$ cat src/rtl/conv_accumulator_if.sv
// Product-in / activation-out handshake bundle of the convolution accumulator.
// The master side feeds products and consumes results; the slave side is the accumulator.
`timescale 1ns/1ps
interface conv_accumulator_if #(
    parameter int PROD_WIDTH = 14,
    parameter int BIAS_WIDTH = 14,
    parameter int ACC_WIDTH  = 19,
    parameter int OUT_WIDTH  = 8
);
    logic                         in_valid;
    logic                         in_ready;
    logic signed [PROD_WIDTH-1:0] in_data;
    logic signed [BIAS_WIDTH-1:0] bias;
    logic                         out_valid;
    logic                         out_ready;
    logic signed [OUT_WIDTH-1:0]  out_data;
    logic signed [ACC_WIDTH-1:0]  out_acc;
    logic                         out_sat;

    modport master (
        output in_valid, in_data, bias, out_ready,
        input  in_ready, out_valid, out_data, out_acc, out_sat
    );

    modport slave (
        input  in_valid, in_data, bias, out_ready,
        output in_ready, out_valid, out_data, out_acc, out_sat
    );
endinterface

$ cat src/rtl/conv_accumulator.sv
// Sums one convolution window of signed products plus bias, then requantizes
// (rounding shift, optional ReLU, saturation) and holds the activation until taken.
`timescale 1ns/1ps
module conv_accumulator #(
    parameter int PROD_WIDTH  = 14,
    parameter int KERNEL_SIZE = 9,
    parameter int BIAS_WIDTH  = 14,
    parameter int ACC_WIDTH   = 19,
    parameter int OUT_WIDTH   = 8,
    parameter int SHIFT       = 4,
    parameter int RELU_EN     = 1
) (
    input  logic                clk,
    input  logic                rst_n,
    input  logic                clear,
    conv_accumulator_if.slave   bus
);
    localparam int CNT_W = (KERNEL_SIZE > 1) ? $clog2(KERNEL_SIZE) : 1;
    localparam logic [CNT_W-1:0] LAST = CNT_W'(KERNEL_SIZE - 1);
    localparam int QW = ACC_WIDTH + 1;
    localparam logic signed [QW-1:0] RND     = QW'(1) << (SHIFT - 1);
    localparam logic signed [QW-1:0] OUT_MAX = QW'((2 ** (OUT_WIDTH - 1)) - 1);
    localparam logic signed [QW-1:0] OUT_MIN = ~OUT_MAX;

    typedef enum logic {ACCUM, HOLD} state_t;

    typedef struct packed {
        logic                        sat;
        logic signed [OUT_WIDTH-1:0] data;
    } quant_t;

    // One guard bit keeps the rounding add from wrapping near the accumulator limit.
    function automatic logic signed [QW-1:0] round_shift(input logic signed [ACC_WIDTH-1:0] sum);
        logic signed [QW-1:0] t;
        t = {sum[ACC_WIDTH-1], sum} + RND;
        return t >>> SHIFT;
    endfunction

    function automatic quant_t saturate(input logic signed [QW-1:0] r);
        quant_t q;
        q.sat  = 1'b0;
        q.data = r[OUT_WIDTH-1:0];
        if (r > OUT_MAX) begin
            q.sat  = 1'b1;
            q.data = OUT_MAX[OUT_WIDTH-1:0];
        end else if (r < OUT_MIN) begin
            q.sat  = 1'b1;
            q.data = OUT_MIN[OUT_WIDTH-1:0];
        end
        return q;
    endfunction

    state_t                       r_state;
    state_t                       w_state_nxt;
    logic [CNT_W-1:0]             r_cnt;
    logic signed [ACC_WIDTH-1:0]  r_acc;
    logic signed [ACC_WIDTH-1:0]  r_out_acc;
    logic signed [OUT_WIDTH-1:0]  r_out_data;
    logic                         r_out_sat;

    logic                         w_in_ready;
    logic                         w_out_valid;
    logic                         w_xfer;
    logic                         w_last;
    logic signed [ACC_WIDTH-1:0]  w_bias_ext;
    logic signed [ACC_WIDTH-1:0]  w_prod_ext;
    logic signed [ACC_WIDTH-1:0]  w_acc_nxt;
    logic signed [QW-1:0]         w_round;
    logic signed [QW-1:0]         w_relu;
    quant_t                       w_q;

    assign w_bias_ext = {{(ACC_WIDTH-BIAS_WIDTH){bus.bias[BIAS_WIDTH-1]}}, bus.bias};
    assign w_prod_ext = {{(ACC_WIDTH-PROD_WIDTH){bus.in_data[PROD_WIDTH-1]}}, bus.in_data};
    assign w_acc_nxt  = ((r_cnt == '0) ? w_bias_ext : r_acc) + w_prod_ext;
    assign w_xfer     = bus.in_valid & w_in_ready;
    assign w_last     = (r_cnt == LAST);

    always_comb begin
        w_round = round_shift(w_acc_nxt);
        w_relu  = w_round;
        if ((RELU_EN != 0) && (w_round < 0)) begin
            w_relu = '0;
        end
        w_q = saturate(w_relu);
    end

    always_ff @(posedge clk or negedge rst_n) begin
        if (!rst_n) begin
            r_state <= ACCUM;
        end else begin
            r_state <= w_state_nxt;
        end
    end

    // Handshake outputs depend on the registered state only.
    always_comb begin
        w_state_nxt = r_state;
        w_in_ready  = 1'b0;
        w_out_valid = 1'b0;
        case (r_state)
            ACCUM: begin
                w_in_ready = 1'b1;
                if (w_xfer && w_last) begin
                    w_state_nxt = HOLD;
                end
            end
            HOLD: begin
                w_out_valid = 1'b1;
                if (bus.out_ready) begin
                    w_state_nxt = ACCUM;
                end
            end
            default: w_state_nxt = ACCUM;
        endcase
        if (clear) begin
            w_state_nxt = ACCUM;
        end
    end

    // Accumulator and result registers; clear drops any coincident product.
    always_ff @(posedge clk or negedge rst_n) begin
        if (!rst_n) begin
            r_cnt      <= '0;
            r_acc      <= '0;
            r_out_acc  <= '0;
            r_out_data <= '0;
            r_out_sat  <= 1'b0;
        end else if (clear) begin
            r_cnt <= '0;
            r_acc <= '0;
        end else if (w_xfer) begin
            r_acc <= w_acc_nxt;
            if (w_last) begin
                r_cnt      <= '0;
                r_out_acc  <= w_acc_nxt;
                r_out_data <= w_q.data;
                r_out_sat  <= w_q.sat;
            end else begin
                r_cnt <= r_cnt + 1'b1;
            end
        end
    end

    assign bus.in_ready  = w_in_ready;
    assign bus.out_valid = w_out_valid;
    assign bus.out_acc   = r_out_acc;
    assign bus.out_data  = r_out_data;
    assign bus.out_sat   = r_out_sat;
endmodule
$ cat src/flat_wrapper.sv
// flat-port wrapper written by rule: the top's interface ports become plain ports
module conv_accumulator_flat 
#(
    parameter int PROD_WIDTH  = 14,
    parameter int KERNEL_SIZE = 9,
    parameter int BIAS_WIDTH  = 14,
    parameter int ACC_WIDTH   = 19,
    parameter int OUT_WIDTH   = 8,
    parameter int SHIFT       = 4,
    parameter int RELU_EN     = 1
)
  (clk, rst_n, clear, bus_in_valid, bus_in_data, bus_bias, bus_out_ready, bus_in_ready, bus_out_valid, bus_out_data, bus_out_acc, bus_out_sat);
  conv_accumulator_if #(.PROD_WIDTH(PROD_WIDTH), .BIAS_WIDTH(BIAS_WIDTH), .ACC_WIDTH(ACC_WIDTH), .OUT_WIDTH(OUT_WIDTH)) bus_i ();
  input  logic clk;
  input  logic rst_n;
  input  logic clear;
  input wire logic [$bits(bus_i.in_valid)-1:0] bus_in_valid;
  input wire logic [$bits(bus_i.in_data)-1:0] bus_in_data;
  input wire logic [$bits(bus_i.bias)-1:0] bus_bias;
  input wire logic [$bits(bus_i.out_ready)-1:0] bus_out_ready;
  output wire logic [$bits(bus_i.in_ready)-1:0] bus_in_ready;
  output wire logic [$bits(bus_i.out_valid)-1:0] bus_out_valid;
  output wire logic [$bits(bus_i.out_data)-1:0] bus_out_data;
  output wire logic [$bits(bus_i.out_acc)-1:0] bus_out_acc;
  output wire logic [$bits(bus_i.out_sat)-1:0] bus_out_sat;
  assign bus_i.in_valid = bus_in_valid;
  assign bus_i.in_data = bus_in_data;
  assign bus_i.bias = bus_bias;
  assign bus_i.out_ready = bus_out_ready;
  assign bus_in_ready = bus_i.in_ready;
  assign bus_out_valid = bus_i.out_valid;
  assign bus_out_data = bus_i.out_data;
  assign bus_out_acc = bus_i.out_acc;
  assign bus_out_sat = bus_i.out_sat;
  conv_accumulator #(.PROD_WIDTH(PROD_WIDTH), .KERNEL_SIZE(KERNEL_SIZE), .BIAS_WIDTH(BIAS_WIDTH), .ACC_WIDTH(ACC_WIDTH), .OUT_WIDTH(OUT_WIDTH), .SHIFT(SHIFT), .RELU_EN(RELU_EN)) u_core (.clk(clk), .rst_n(rst_n), .clear(clear), .bus(bus_i));
endmodule
$ cat config.mk
export PLATFORM = sky130hd
export DESIGN_NAME = conv_accumulator_flat
export DESIGN_NICKNAME = d
export VERILOG_FILES = /design/src/rtl/conv_accumulator_if.sv /design/src/rtl/conv_accumulator.sv /design/src/flat_wrapper.sv
export SDC_FILE = /design/constraint.sdc
export NUM_CORES = 1
export LEC_CHECK = 0
export CAP_MARGIN = 10
export CORE_UTILIZATION = 48
export DETAILED_ROUTE_END_ITERATION = 10
export PLACE_DENSITY = 0.74
export SLEW_MARGIN = 20
export SYNTH_ARGS = -nofsm -noshare
export SYNTH_HDL_FRONTEND = slang
export SYNTH_SLANG_ARGS = --single-unit
$ cat constraint.sdc
create_clock -name clk -period 11.6 [get_ports clk]
set_clock_uncertainty 0.2 [all_clocks]
set_input_delay 2.32 -clock clk [delete_from_list [all_inputs] [get_ports clk]]
set_output_delay 2.32 -clock clk [all_outputs]
set_load 0.03 [all_outputs]
* Word-level counts from Yosys, hierarchy flattened
Cells that the tools add are included.
** Word-level totals
- Register bits after elaboration :: 52
- Word-level logic and storage cells :: 35
- Output and inout bits :: 30
- Input bits :: 33
** Operators by class
- Order comparisons :: 3
- Bitwise operators :: 3
- Mux-type cells :: 15
- Reductions and logical operators :: 4
- Equality and inequality tests :: 1
- $add $sub $neg :: 3
** Operators with widths (number)
- $mux W19 :: 3
- $add A19 B5 Y20 const B :: 1
- $gt A20 B8 Y1 const B :: 1
- $lt A20 B8 Y1 const B :: 1
- $mux W20 :: 1
- $add A19 B14 Y19 :: 1
- $mux W9 :: 2
- $lt A16 B1 Y1 const B :: 1
- $mux W4 :: 3
- $mux W1 :: 5
- $add A4 B1 Y4 const B :: 1
- $eq A4 B4 Y1 const B :: 1
- $logic_not A4 Y1 :: 1
- $reduce_and A3 Y1 :: 1
- $not A1 Y1 :: 2
- $pmux W1 S2 :: 1
- $reduce_bool A2 Y1 :: 1
- $and A1 B1 Y1 :: 1
- $logic_and A1 B1 Y1 :: 1

* Longest topological paths before layout
Gate-level depths: netlist (run 1).
- Depth in word-level cells :: 9
- Gate-level depth with buffers :: 19
- Depth with buffers taken out :: 18

* Least setup slack after synthesis (run 1)
No wires, ideal clock.
- Kind :: input to register
- From :: input port bus_bias[0]
- To :: register u_core.r_out_data[0], in the netlist u_core.bus.out_data[0]
- Data required time :: 11.323 ns
- Stages :: 15
- Setup slack :: 6.083 ns
- Data arrival time :: 5.240 ns
- Library setup time :: 0.077 ns
- Buffers on the path :: 0
- Path through :: nand2_1 > nand2_1 > ha_1 > fa_1 > a21o_2 > a21oi_1 > xnor2_1 > ha_1 > nand3_2 > nor3_2 > or2b_1 > or4_4 > nor3b_2 > o22ai_2 > a21oi_1
** Between the ends
- Longest elaborated chain between the ends :: 8
- Elaborated cells between the ends (all ways) :: 9
- Classes of those cells :: add/sub: 2; order compare: 3; mux: 4
** Ends and longest elaborated chain
- from (decl) :: RTL line flat_wrapper.sv:19 : input wire logic [$bits(bus_i.bias)-1:0] bus_bias;
- $mux W19 * :: RTL line conv_accumulator.sv:74 : assign w_acc_nxt = ((r_cnt == '0) ? w_bias_ext : r_acc) + w_prod_ext;
- $add A19 B14 Y19 * :: RTL line conv_accumulator.sv:74
- via u_core.w_acc_nxt[4] :: RTL line conv_accumulator.sv:67 : logic signed [ACC_WIDTH-1:0] w_acc_nxt;
- $add A19 B5 Y20 * :: RTL line conv_accumulator.sv:35 : t = {sum[ACC_WIDTH-1], sum} + RND;
- $lt A16 B1 Y1 :: RTL line conv_accumulator.sv:81 : if ((RELU_EN != 0) && (w_round < 0)) begin
- $mux W20 * :: RTL line conv_accumulator.sv:81
- $lt A20 B8 Y1 :: RTL line conv_accumulator.sv:46 : end else if (r < OUT_MIN) begin
- $mux W9 :: RTL line conv_accumulator.sv:46
- $mux W9 * :: RTL line conv_accumulator.sv:43 : if (r > OUT_MAX) begin
- to (signal assigned) :: RTL line conv_accumulator.sv:136 : r_out_data <= w_q.data;
- to (decl) :: RTL line conv_accumulator.sv:58 : logic signed [OUT_WIDTH-1:0] r_out_data;
The timed path passes the listed nets; every way through them passes the cells marked *.
A chain may end at the register's enable or synchronous reset.

* Worst setup path after layout (run 1)
- From :: input port bus_bias[0]
- To :: register u_core.r_out_data[5], in the netlist u_core.bus.out_data[5]
** Between the ends
- Longest elaborated chain between the ends :: 8
- Elaborated cells between the ends (all ways) :: 9
- Classes of those cells :: add/sub: 2; order compare: 3; mux: 4
** Ends and longest elaborated chain (RTL line)
- $mux W19 * :: conv_accumulator.sv:74
- $add A19 B14 Y19 * :: conv_accumulator.sv:74
- $add A19 B5 Y20 * :: conv_accumulator.sv:35
- $lt A16 B1 Y1 :: conv_accumulator.sv:81
- $mux W20 * :: conv_accumulator.sv:81
- $lt A20 B8 Y1 :: conv_accumulator.sv:46
- $mux W9 :: conv_accumulator.sv:46
- $mux W9 * :: conv_accumulator.sv:43
Mark *: on every way between the ends. The rest lies on a longest branch, timed or not.

==> results.ini, run 1 <==
[outcome]
outcome=completed

[setup_path]
crit_required_ns=11.63
criticalPathCategory=primary input to flop
timing.critical_path.slowest_stage_cell=sky130_fd_sc_hd__or4_4
path_common_cell=sky130_fd_sc_hd__nand2_1
path_cells=clkdlybuf4s50_1 > nand2_1 > nand2_1 > ha_1 > fa_1 > a211oi_1 > o21ai_1 > xor2_1 > nand3_2 > nor3_2 > or2b_1 > or4_4 > nor3b_2 > o22ai_2 > a21oi_1
critical_path.startpoint_type=primary input
slowest_delay_ns=0.43
rrSetupSlack_ns=6.57
critical_path.max_fanout=8
critical_path.endpoint_type=flop
critPathArrivalTime_ns=6.05

[cells_and_area]
final_design_area_no_fill_sq_mm=0.004222
antenna_cells_inserted=0
area_delta_synth_final_pct=23.41
most-common-layout-cells=sky130_fd_sc_hd__nand2_1 (123), sky130_fd_sc_hd__clkdlybuf4s50_1 (60), sky130_fd_sc_hd__dfrtp_1 (52)
fraction_of_final_layout_cells_sized_beyond_drive_strength_1_pct=6.852
final_common_cell=sky130_fd_sc_hd__nand2_1
layout.nets=523

[placed_design]
place_hpwl_um=6265
globalplace.congestion=0.9028
io_buffer_count=62
detailed_place.area_sq_mm=0.004090

[cts]
numCtsBuffers=5
htree_num_levels=2
postCtsResizedCells=0
cts_setup_buffers=0
clock_tree_from_tritoncts=yes
clock_latency_ns=0.30
cts.sink_count=52
cts_hold_buf=0
clk_root_buffer_cell=sky130_fd_sc_hd__clkbuf_8
clkSlewWorstSetupHoldPaths_ns=0.09
cts-root-to-sink-buffers=2

[power]
power.internal_uw=355.8
static-leakage-power_uw=0.001958
power.share.combinational_pct=38.0
power_frac_clock_pct=26.5
sw_power_uw=195.4
power.share.sequential_pct=35.5
switching_share_pct=35.45
power.density_mw_per_mm2=130.6
vdd_drop_max_uv=75.70

[sta]
setup-violations-final=0
fin_setup_tns_ns=0
worst_pin_slew_ns=0.9919
min_period_ns=6.028
setup_repair_after_global_routing_missed_its_margin=false
fmax_mhz=165.9
timing.slew.headroom_pct=33.71
timing.final.max_slew_violations=0
hold_viol=0
fin_crit_sh_pct=51.97

[grt]
grt_antenna_before_repair=0
globalRouteOverflowTotal=0
grt_max_degree=53
grt_pass1_vias=3072
groute.usage.overall_pct=25.22
wire_length_of_the_first_global_routing_pass_um=14680

[drt]
drc_errors=0
detailedRoute.firstPassIterationCount=4
via_count=3114
postRouteAntennaNets=0
wl_per_cell_um=15.50
post_drt_via_cell_ratio=5.531
wirelength_um=8726
drt_iter0_drc=125

[floorplan]
die-height_um=86.42
initial_utilization_pct=50.07
die-width_um=86.42
fp.dieArea_sq_mm=0.007468
core-area_sq_mm=0.006832
ioPinCount=63
placement_row_count=30

[logic_synthesis]
syn-mean-instance-area_sq_um=8.283
syn-num-nets=469
synth.top_cell.area_share_pct=38.04
netlist_top_cells_area=sky130_fd_sc_hd__dfrtp_1 (38%), sky130_fd_sc_hd__nand2_1 (13%), sky130_fd_sc_hd__ha_1 (8.0%)
synth.ff_latch_count=52
synth_largest_area_cell=sky130_fd_sc_hd__dfrtp_1
synthesis.area_sq_mm=0.003421
async_reset_ff_share_pct=100.0
ys_seq_area_share_pct=38.04
yosysWarningCount=0
synth_cell_type_count=57
synth_enable_flop_cells=0
instance_count_of_the_mapped_netlist=413
synth_ff_type=sky130_fd_sc_hd__dfrtp_1

[hold_path]
hold_path.class=flop to flop

[run]
max_cap_viols=0

[critical path: cells and delay by family]
| family | cells | cell delay (ns) |
|---|---|---|
| fa+ha+maj | 2 | 0.64 |
| compound gates | 4 | 0.87 |
| buf+inv | 1 | 0.40 |
| xor+xnor | 1 | 0.35 |
| simple gates | 7 | 1.45 |
[cell type report]
class	count	area (sq um)
clock buffers	5	68.82
inverters	4	15.01
repair buffers	64	625.6
multi-input cells	340	2031
fillers	619	2610
clock inverters	2	60.06
flip-flops and latches	52	1301
well taps	96	120.1
[worst paths after layout]
kind                                        startpoint                     end  depth (start not counted)
min in group asynchronous                        rst_n   u_core.bus.out_acc[0]                          2
worst max register to register         u_core.r_cnt[0]  u_core.bus.out_data[5]                         17
max in group asynchronous                        rst_n      u_core.bus.out_sat                          2
worst min-delay path            u_core.bus.out_acc[11]  u_core.bus.out_acc[11]                          2
worst max-delay path                       bus_bias[0]  u_core.bus.out_data[5]                         15
worst min register to register  u_core.bus.out_acc[11]  u_core.bus.out_acc[11]                          2
[layer usage]
metal / routed length (um) / track usage (%) / part of all wire [%] / up-vias
li1: - / - / - / 1530
met1: 3851 / 31.56 / 44 / 1506
met2: 4423 / 46.25 / 51 / 70
met3: 378 / 3.810 / 4.3 / 8
met4: 72 / 4.848 / 0.83 / 0
met5: 0 / 0 / 0 / -
[sequential cells by signal (all words and copies together) (netlist names)]
signal,cells
u_core.bus.out_acc,19
u_core.r_state,1
u_core.r_cnt,4
u_core.r_acc,19
u_core.bus.out_data,8
u_core.bus.out_sat,1
[synthesized netlist by cell type, types with 2 or more instances]
cell and number:
sky130_fd_sc_hd__a21o_1 9, sky130_fd_sc_hd__o21a_1 3, sky130_fd_sc_hd__ha_1 22, sky130_fd_sc_hd__o21ai_1 3
sky130_fd_sc_hd__a21oi_2 2, sky130_fd_sc_hd__inv_1 4, sky130_fd_sc_hd__nand3_1 8, sky130_fd_sc_hd__nor2_1 28
sky130_fd_sc_hd__dfrtp_1 52, sky130_fd_sc_hd__a21oi_1 49, sky130_fd_sc_hd__xnor2_1 11, sky130_fd_sc_hd__nor2b_1 2
sky130_fd_sc_hd__xor2_1 11, sky130_fd_sc_hd__and2_1 2, sky130_fd_sc_hd__clkbuf_1 15, sky130_fd_sc_hd__o211ai_1 3
sky130_fd_sc_hd__o21ai_0 14, sky130_fd_sc_hd__nor3_1 3, sky130_fd_sc_hd__and3_1 5, sky130_fd_sc_hd__a211oi_1 6
sky130_fd_sc_hd__nand4_1 2, sky130_fd_sc_hd__nor3_2 2, sky130_fd_sc_hd__nand2_1 123
[power by group through the flow]
stage               Clock [uW]  Sequential [uW]  Combinational [uW]
floorplan                    0              198                 154
global placement             0              199                 205
detailed placement           0              199                 208
CTS                        148              196                 209
global route               155              197                 231
finish                     146              196                 210
[logic make-up after synthesis]
group | Yosys count | share of synthesized area (%)
AOI/OAI and AO/OA | 106 | 19.53
adders and majority gates | 23 | 8.632
DFF | 52 | 38.04
buffers and inverters | 21 | 2.816
and+or+nand+nor | 186 | 23.74
muxes | 1 | 0.3292
xor gates and xnor gates | 24 | 6.913
[through the flow]
| stage | worst slack, ns | total power, uW | hold slack (ns) | utilization (%) | cells |
|---|---|---|---|---|---|
| 3_3_place_gp | 5.421 | 404.0 | 0.2590 | 59.87 | 556 |
| 3_5_place_dp | 5.273 | 407.4 | 0.2618 | 59.87 | 556 |
| 2_1_floorplan | 6.083 | 352.1 | 0.2804 | - | 413 |
| 5_1_grt | 5.304 | 583.7 | 0.2986 | 61.79 | 563 |
| 4_1_cts | 5.568 | 552.8 | 0.2846 | 61.76 | 563 |
| 6_report | 5.572 | 551.2 | 0.2813 | 61.79 | 563 |
Power figures use the tool's default switching activity.
==> inputs of run 2 (changes only) <==
- clock period: 11.6 -> 5.9 ns (I/O delays scaled with it)
==> results.ini, run 2 (synthesis gave the netlist of run 1 again) <==
[outcome]
outcome=completed

[power]
power.internal_uw=621.6  ; +75%
power_frac_clock_pct=20.5  ; -6.0 points
vdd_drop_max_uv=187.7  ; +150%
switching_share_pct=38.48  ; +3.0 points
sw_power_uw=388.8  ; +99%
static-leakage-power_uw=0.001946  ; -0.66%
power.share.sequential_pct=38.2  ; +2.7 points
power.share.combinational_pct=41.4  ; +3.4 points
power.density_mw_per_mm2=240.8  ; +84%

[floorplan]
core-area_sq_mm=0.006832  ; unchanged
placement_row_count=30  ; unchanged
initial_utilization_pct=50.07  ; unchanged
ioPinCount=63  ; unchanged
die-height_um=86.42  ; unchanged
fp.dieArea_sq_mm=0.007468  ; unchanged
die-width_um=86.42  ; unchanged

[cts]
clock_tree_from_tritoncts=yes
numCtsBuffers=5  ; unchanged
clk_root_buffer_cell=sky130_fd_sc_hd__clkbuf_8
clock_latency_ns=0.30  ; about the same
cts.sink_count=52  ; unchanged
cts-root-to-sink-buffers=2  ; unchanged
postCtsResizedCells=0  ; unchanged
cts_setup_buffers=0  ; unchanged
clkSlewWorstSetupHoldPaths_ns=0.09  ; about the same
cts_hold_buf=0  ; unchanged
htree_num_levels=2  ; unchanged

[drt]
drt_iter0_drc=134  ; +7.2%
post_drt_via_cell_ratio=5.433  ; -1.8%
postRouteAntennaNets=0  ; unchanged
via_count=3075  ; -1.3%
drc_errors=0  ; unchanged
detailedRoute.firstPassIterationCount=4  ; unchanged
wl_per_cell_um=15.07  ; -2.8%
wirelength_um=8527  ; -2.3%

[grt]
grt_antenna_before_repair=0  ; unchanged
wire_length_of_the_first_global_routing_pass_um=14240  ; -3.0%
grt_max_degree=53  ; unchanged
globalRouteOverflowTotal=0  ; unchanged
grt_pass1_vias=3090  ; +0.59%
groute.usage.overall_pct=24.29  ; -0.93 points

[setup_path]
startpoint=bus_bias[0]
worst_r2r_endpoint=u_core.bus.out_data[5]
critical_path.max_fanout=6  ; -2
crit-reg2reg-launch=u_core.r_cnt[0]
rr_worst_depth=17  ; unchanged
rrSetupSlack_ns=1.15  ; -5.42 ns
critical_path.endpoint_type=flop
timing.critical_path.to=u_core.bus.out_data[5]
criticalPathCategory=primary input to flop
critPathArrivalTime_ns=4.88  ; -1.17 ns
critical_path.startpoint_type=primary input
crit_required_ns=5.92  ; -5.71 ns

[cells_and_area]
fraction_of_final_layout_cells_sized_beyond_drive_strength_1_pct=7.234  ; +0.38 points
area_delta_synth_final_pct=22.68
antenna_cells_inserted=0  ; unchanged
most-common-layout-cells=sky130_fd_sc_hd__nand2_1 (123), sky130_fd_sc_hd__clkdlybuf4s50_1 (60), sky130_fd_sc_hd__dfrtp_1 (52)
layout.nets=525  ; +0.38%
final_common_cell=sky130_fd_sc_hd__nand2_1
final_design_area_no_fill_sq_mm=0.004197  ; -0.59%
finalNonFillerCells=566  ; +0.53%
num-fill-cells=639  ; +3.2%

[placed_design]
detailed_place.area_sq_mm=0.004105  ; +0.37%
placed_cells=558  ; +0.36%
io_buffer_count=62  ; unchanged
place_hpwl_um=6305  ; +0.63%
place_ws_ns=0.7364  ; -4.536 ns
globalplace.congestion=0.9278  ; +2.8%

[sta]
timing.slew.headroom_pct=31.01  ; -2.7 points
setup_repair_after_global_routing_missed_its_margin=false
worst_pin_slew_ns=1.032  ; +0.04044 ns
timing.hold.ws_ns=0.2899  ; +0.008638 ns
setup-violations-final=0  ; unchanged
fin_setup_tns_ns=0  ; unchanged
hold_viol=0  ; unchanged
timing.final.ws_setup_ns=1.044  ; -4.528 ns
fmax_mhz=205.9
fin_crit_sh_pct=82.31
min_period_ns=4.856
timing.final.max_slew_violations=0  ; unchanged

[hold_path]
timing.hold.worst_path_depth=1  ; -1
hold_path.class=flop to flop

[run]
max_cap_viols=0  ; unchanged

run 2: cell types whose count changed in the layout (fill, tap and decap cells not counted):
cell and delta:
sky130_fd_sc_hd__buf_4 +2, sky130_fd_sc_hd__bufinv_16 -2, sky130_fd_sc_hd__clkbuf_1 +1, sky130_fd_sc_hd__clkinv_4 +1
sky130_fd_sc_hd__clkinvlp_4 +1
run 2: worst max-delay path, cell delays in order:
cell	delay [ns]
sky130_fd_sc_hd__clkdlybuf4s50_1	0.40
sky130_fd_sc_hd__nand2_1	0.06
sky130_fd_sc_hd__nand2_1	0.06
sky130_fd_sc_hd__ha_1	0.22
sky130_fd_sc_hd__fa_1	0.44
sky130_fd_sc_hd__a211oi_1	0.35
sky130_fd_sc_hd__o21ai_1	0.14
sky130_fd_sc_hd__xor2_1	0.35
sky130_fd_sc_hd__nand3_2	0.18
sky130_fd_sc_hd__nor3_2	0.25
sky130_fd_sc_hd__or2b_1	0.27
sky130_fd_sc_hd__or4_4	0.44
sky130_fd_sc_hd__o21bai_2	0.25
sky130_fd_sc_hd__a21oi_1	0.10
sky130_fd_sc_hd__a21oi_1	0.20
run 2: layout make-up:
class	count	area, sq um	area share [%]
clock inverters	2	16.27	0.3876
flip-flops and latches	52	1301	31.01
repair buffers	66	640.6	15.27
well taps	96	120.1	2.862
clock buffers	6	72.57	1.729
inverters	4	15.01	0.3578
multi-input cells	340	2031	48.39
run 2: power groups by stage:
| stage | sequential, uW | combinational [uW] | clock (uW) |
|---|---|---|---|
| floorplan | 390 | 302 | 0 |
| global placement | 391 | 408 | 0 |
| detailed placement | 392 | 415 | 0 |
| CTS | 385 | 417 | 210 |
| global route | 387 | 462 | 222 |
| finish | 386 | 418 | 207 |
run 2: metrics by stage:
step	util, %	total power [uW]
final	61.43	1010
after detailed placement	60.09	807.0
after global routing	61.43	1071
after global placement	60.09	799.0
after CTS	61.39	1012
after floorplan	-	692.2
run 2: layer usage:
metal | vias up | GRT usage [%] | part of all wire [%]
met5 | - | 0 | 0
met1 | 1457 | 30.26 | 43
met3 | 8 | 3.238 | 4.7
met2 | 82 | 44.23 | 51
met4 | 0 | 6.364 | 1.1
li1 | 1528 | - | -
run 2: how the worst min path moves through the flow:
stage / slack, ns / from / endpoint
floorplan: 0.28 / u_core.r_acc[8] / u_core.r_acc[8]
global placement: 0.26 / u_core.bus.out_acc[0] / u_core.bus.out_acc[0]
detailed placement: 0.27 / u_core.bus.out_data[7] / u_core.bus.out_data[7]
CTS: 0.30 / u_core.bus.out_acc[1] / u_core.bus.out_acc[1]
global route: 0.32 / u_core.bus.out_acc[13] / u_core.bus.out_acc[13]
finish: 0.29 / u_core.bus.out_data[7] / u_core.bus.out_data[7]
==> inputs of run 3 (changes only) <==
- PLACE_DENSITY: 0.74 -> 0.77
- clock period: 5.9 -> 4.3 ns (I/O delays scaled with it)
==> results.ini, run 3 (synthesis gave the netlist of run 1 again) <==
[floorplan]
initial_utilization_pct=50.07  ; unchanged
core-area_sq_mm=0.006832  ; unchanged
placement_row_count=30  ; unchanged
fp.dieArea_sq_mm=0.007468  ; unchanged
die-height_um=86.42  ; unchanged
die-width_um=86.42  ; unchanged
ioPinCount=63  ; unchanged

[cts]
cts-root-to-sink-buffers=2  ; unchanged
cts.sink_count=52  ; unchanged
clock_tree_from_tritoncts=yes
clock_latency_ns=0.32  ; +0.02 ns
cts_hold_buf=0  ; unchanged
htree_num_levels=2  ; unchanged
clkSlewWorstSetupHoldPaths_ns=0.12  ; +0.03 ns
clk_root_buffer_cell=sky130_fd_sc_hd__clkbuf_8
numCtsBuffers=5  ; unchanged

[sta]
setup-violations-final=0  ; unchanged
timing.final.ws_setup_ns=0.08663  ; -0.9569 ns
worst_pin_slew_ns=0.6194  ; -0.4129 ns
fin_setup_tns_ns=0  ; unchanged
fmax_mhz=237.3
fin_crit_sh_pct=97.99
timing.slew.headroom_pct=58.41  ; +27 points
min_period_ns=4.213
timing.final.max_slew_violations=0  ; unchanged
setup_repair_after_global_routing_missed_its_margin=true
hold_viol=0  ; unchanged

[drt]
drt_iter0_drc=165  ; +23%
wirelength_um=9149  ; +7.3%
via_count=3349  ; +8.9%
detailedRoute.firstPassIterationCount=5  ; +1
post_drt_via_cell_ratio=5.419  ; -0.25%
drc_errors=0  ; unchanged
postRouteAntennaNets=0  ; unchanged
wl_per_cell_um=14.80  ; -1.7%

[grt]
globalRouteOverflowTotal=0  ; unchanged
wire_length_of_the_first_global_routing_pass_um=14800  ; +3.9%
grt_max_degree=39  ; -26%
groute.usage.overall_pct=25.21  ; +0.92 points
grt_pass1_vias=3225  ; +4.4%
grt_antenna_before_repair=0  ; unchanged

[setup_path]
worst_r2r_endpoint=u_core.bus.out_sat
slowest_delay_ns=0.48  ; +0.04 ns
critical_path.startpoint_type=flop
cp_top_family=simple AND/OR/NAND/NOR gates
crit-reg2reg-launch=u_core.r_cnt[1]
rrSetupSlack_ns=0.09  ; -1.06 ns
startpoint=u_core.r_cnt[1]
critPathArrivalTime_ns=4.26  ; -0.62 ns
crit_required_ns=4.35  ; -1.57 ns
timing.critical_path.slowest_stage_cell=sky130_fd_sc_hd__or4_4
critical_path.max_fanout=10  ; +4
critical_path.endpoint_type=flop
rr_worst_depth=18  ; +1
path_common_cell=sky130_fd_sc_hd__nand2_1
path_cells=inv_2 > ha_4 > and2_4 > buf_4 > nand2_1 > nand2_1 > ha_2 > o211ai_1 > o211ai_1 > nand2_1 > buf_4 > a2111o_1 > nand3_2 > nand4_4 > or4_4 > nor3b_4 > o22ai_4 > o21ai_1
number_of_buffers_and_inverters_on_the_critical_path=3  ; +2
criticalPathCategory=flop to flop

[cells_and_area]
layout.nets=577  ; +9.9%
finalNonFillerCells=618  ; +9.2%
most-common-layout-cells=sky130_fd_sc_hd__nand2_1 (118), sky130_fd_sc_hd__clkdlybuf4s50_1 (59), sky130_fd_sc_hd__buf_4 (55)
final_common_cell=sky130_fd_sc_hd__nand2_1
num-fill-cells=527  ; -18%
antenna_cells_inserted=0  ; unchanged
fraction_of_final_layout_cells_sized_beyond_drive_strength_1_pct=22.61  ; +15 points
area_delta_synth_final_pct=40.49

[placed_design]
io_buffer_count=62  ; unchanged
place_hpwl_um=6652  ; +5.5%
place_ws_ns=-0.4706  ; -1.207 ns
globalplace.congestion=0.9367  ; +0.96%
placed_cells=599  ; +7.3%

[hold_path]
hold_path.class=flop to flop
hold_start=u_core.bus.out_acc[0]
timing.hold.worst_path_depth=2  ; +1
min_to=u_core.bus.out_acc[0]

[run]
max_cap_viols=0  ; unchanged

[power]
power.share.combinational_pct=49.4  ; +8.0 points
switching_share_pct=38.16  ; -0.32 points
sw_power_uw=627.6  ; +61%
power.share.sequential_pct=32.2  ; -6.0 points
power_frac_clock_pct=18.5  ; -2.0 points
vdd_drop_max_uv=246.7  ; +31%
static-leakage-power_uw=0.002248  ; +16%
power.density_mw_per_mm2=342.2  ; +42%
power.internal_uw=1017  ; +64%

[outcome]
outcome=completed

==> run 3: worst max-delay path by stage <==
stage	endpoint	slack, ns	cells after the start
CTS	u_core.bus.out_sat	0.03	16
detailed placement	u_core.bus.out_data[4]	-0.47	15
global placement	u_core.bus.out_data[0]	-0.34	15
finish	u_core.bus.out_sat	0.09	18
floorplan	u_core.bus.out_data[0]	0.02	19
global route	u_core.bus.out_sat	-0.08	19
==> run 3: metrics by stage <==
stage	instance area (sq um)	total power, uW	utilization, %	hold WS, ns
after floorplan	3422	950.1	-	0.2804
after global placement	4413	1227	64.60	0.2585
after detailed placement	4413	1240	64.60	0.2623
after CTS	4559	1562	66.74	0.2863
after global routing	4806	1734	70.35	0.3053
final	4806	1645	70.35	0.2835
==> run 3: cell type report <==
cell class | count | area, sq um | area share [%]
Tap cell | 96 | 120.1 | 2.499
Clock buffer | 5 | 68.82 | 1.432
Clock inverter | 3 | 27.53 | 0.5728
Timing Repair Buffer | 118 | 1045 | 21.74
Sequential cell | 52 | 1303 | 27.10
Inverter | 4 | 15.01 | 0.3124
Multi-Input combinational cell | 340 | 2227 | 46.34
==> run 3: metal layers <==
layer / vias up / share of wire (%) / GRT usage [%] / routed length [um]
met5: - / 0 / 0 / 0
met4: 0 / 2.1 / 7.576 / 193
met3: 17 / 5.1 / 3.905 / 471
met2: 103 / 52 / 43.94 / 4714
met1: 1599 / 41 / 32.35 / 3769
li1: 1630 / - / - / -
==> run 3: repair_timing <==
item                                    in CTS  in global routing
pin swaps                                    3                 22
endpoints found under the setup margin       8                  8
gates resized for setup                      7                 41
setup buffers                                2                  9
==> run 3: power by group through the flow <==
| stage | clock network [uW] | logic (uW) | registers, uW |
|---|---|---|---|
| global placement | 0 | 690 | 537 |
| global route | 324 | 878 | 531 |
| finish | 304 | 812 | 529 |
| detailed placement | 0 | 702 | 538 |
| CTS | 306 | 727 | 529 |
| floorplan | 0 | 415 | 535 |
==> run 3: worst min-delay path: cells and delay by family, from the launching register on <==
kind          cells  cell delay [ns]
simple gates      2             0.10
flops             1             0.35
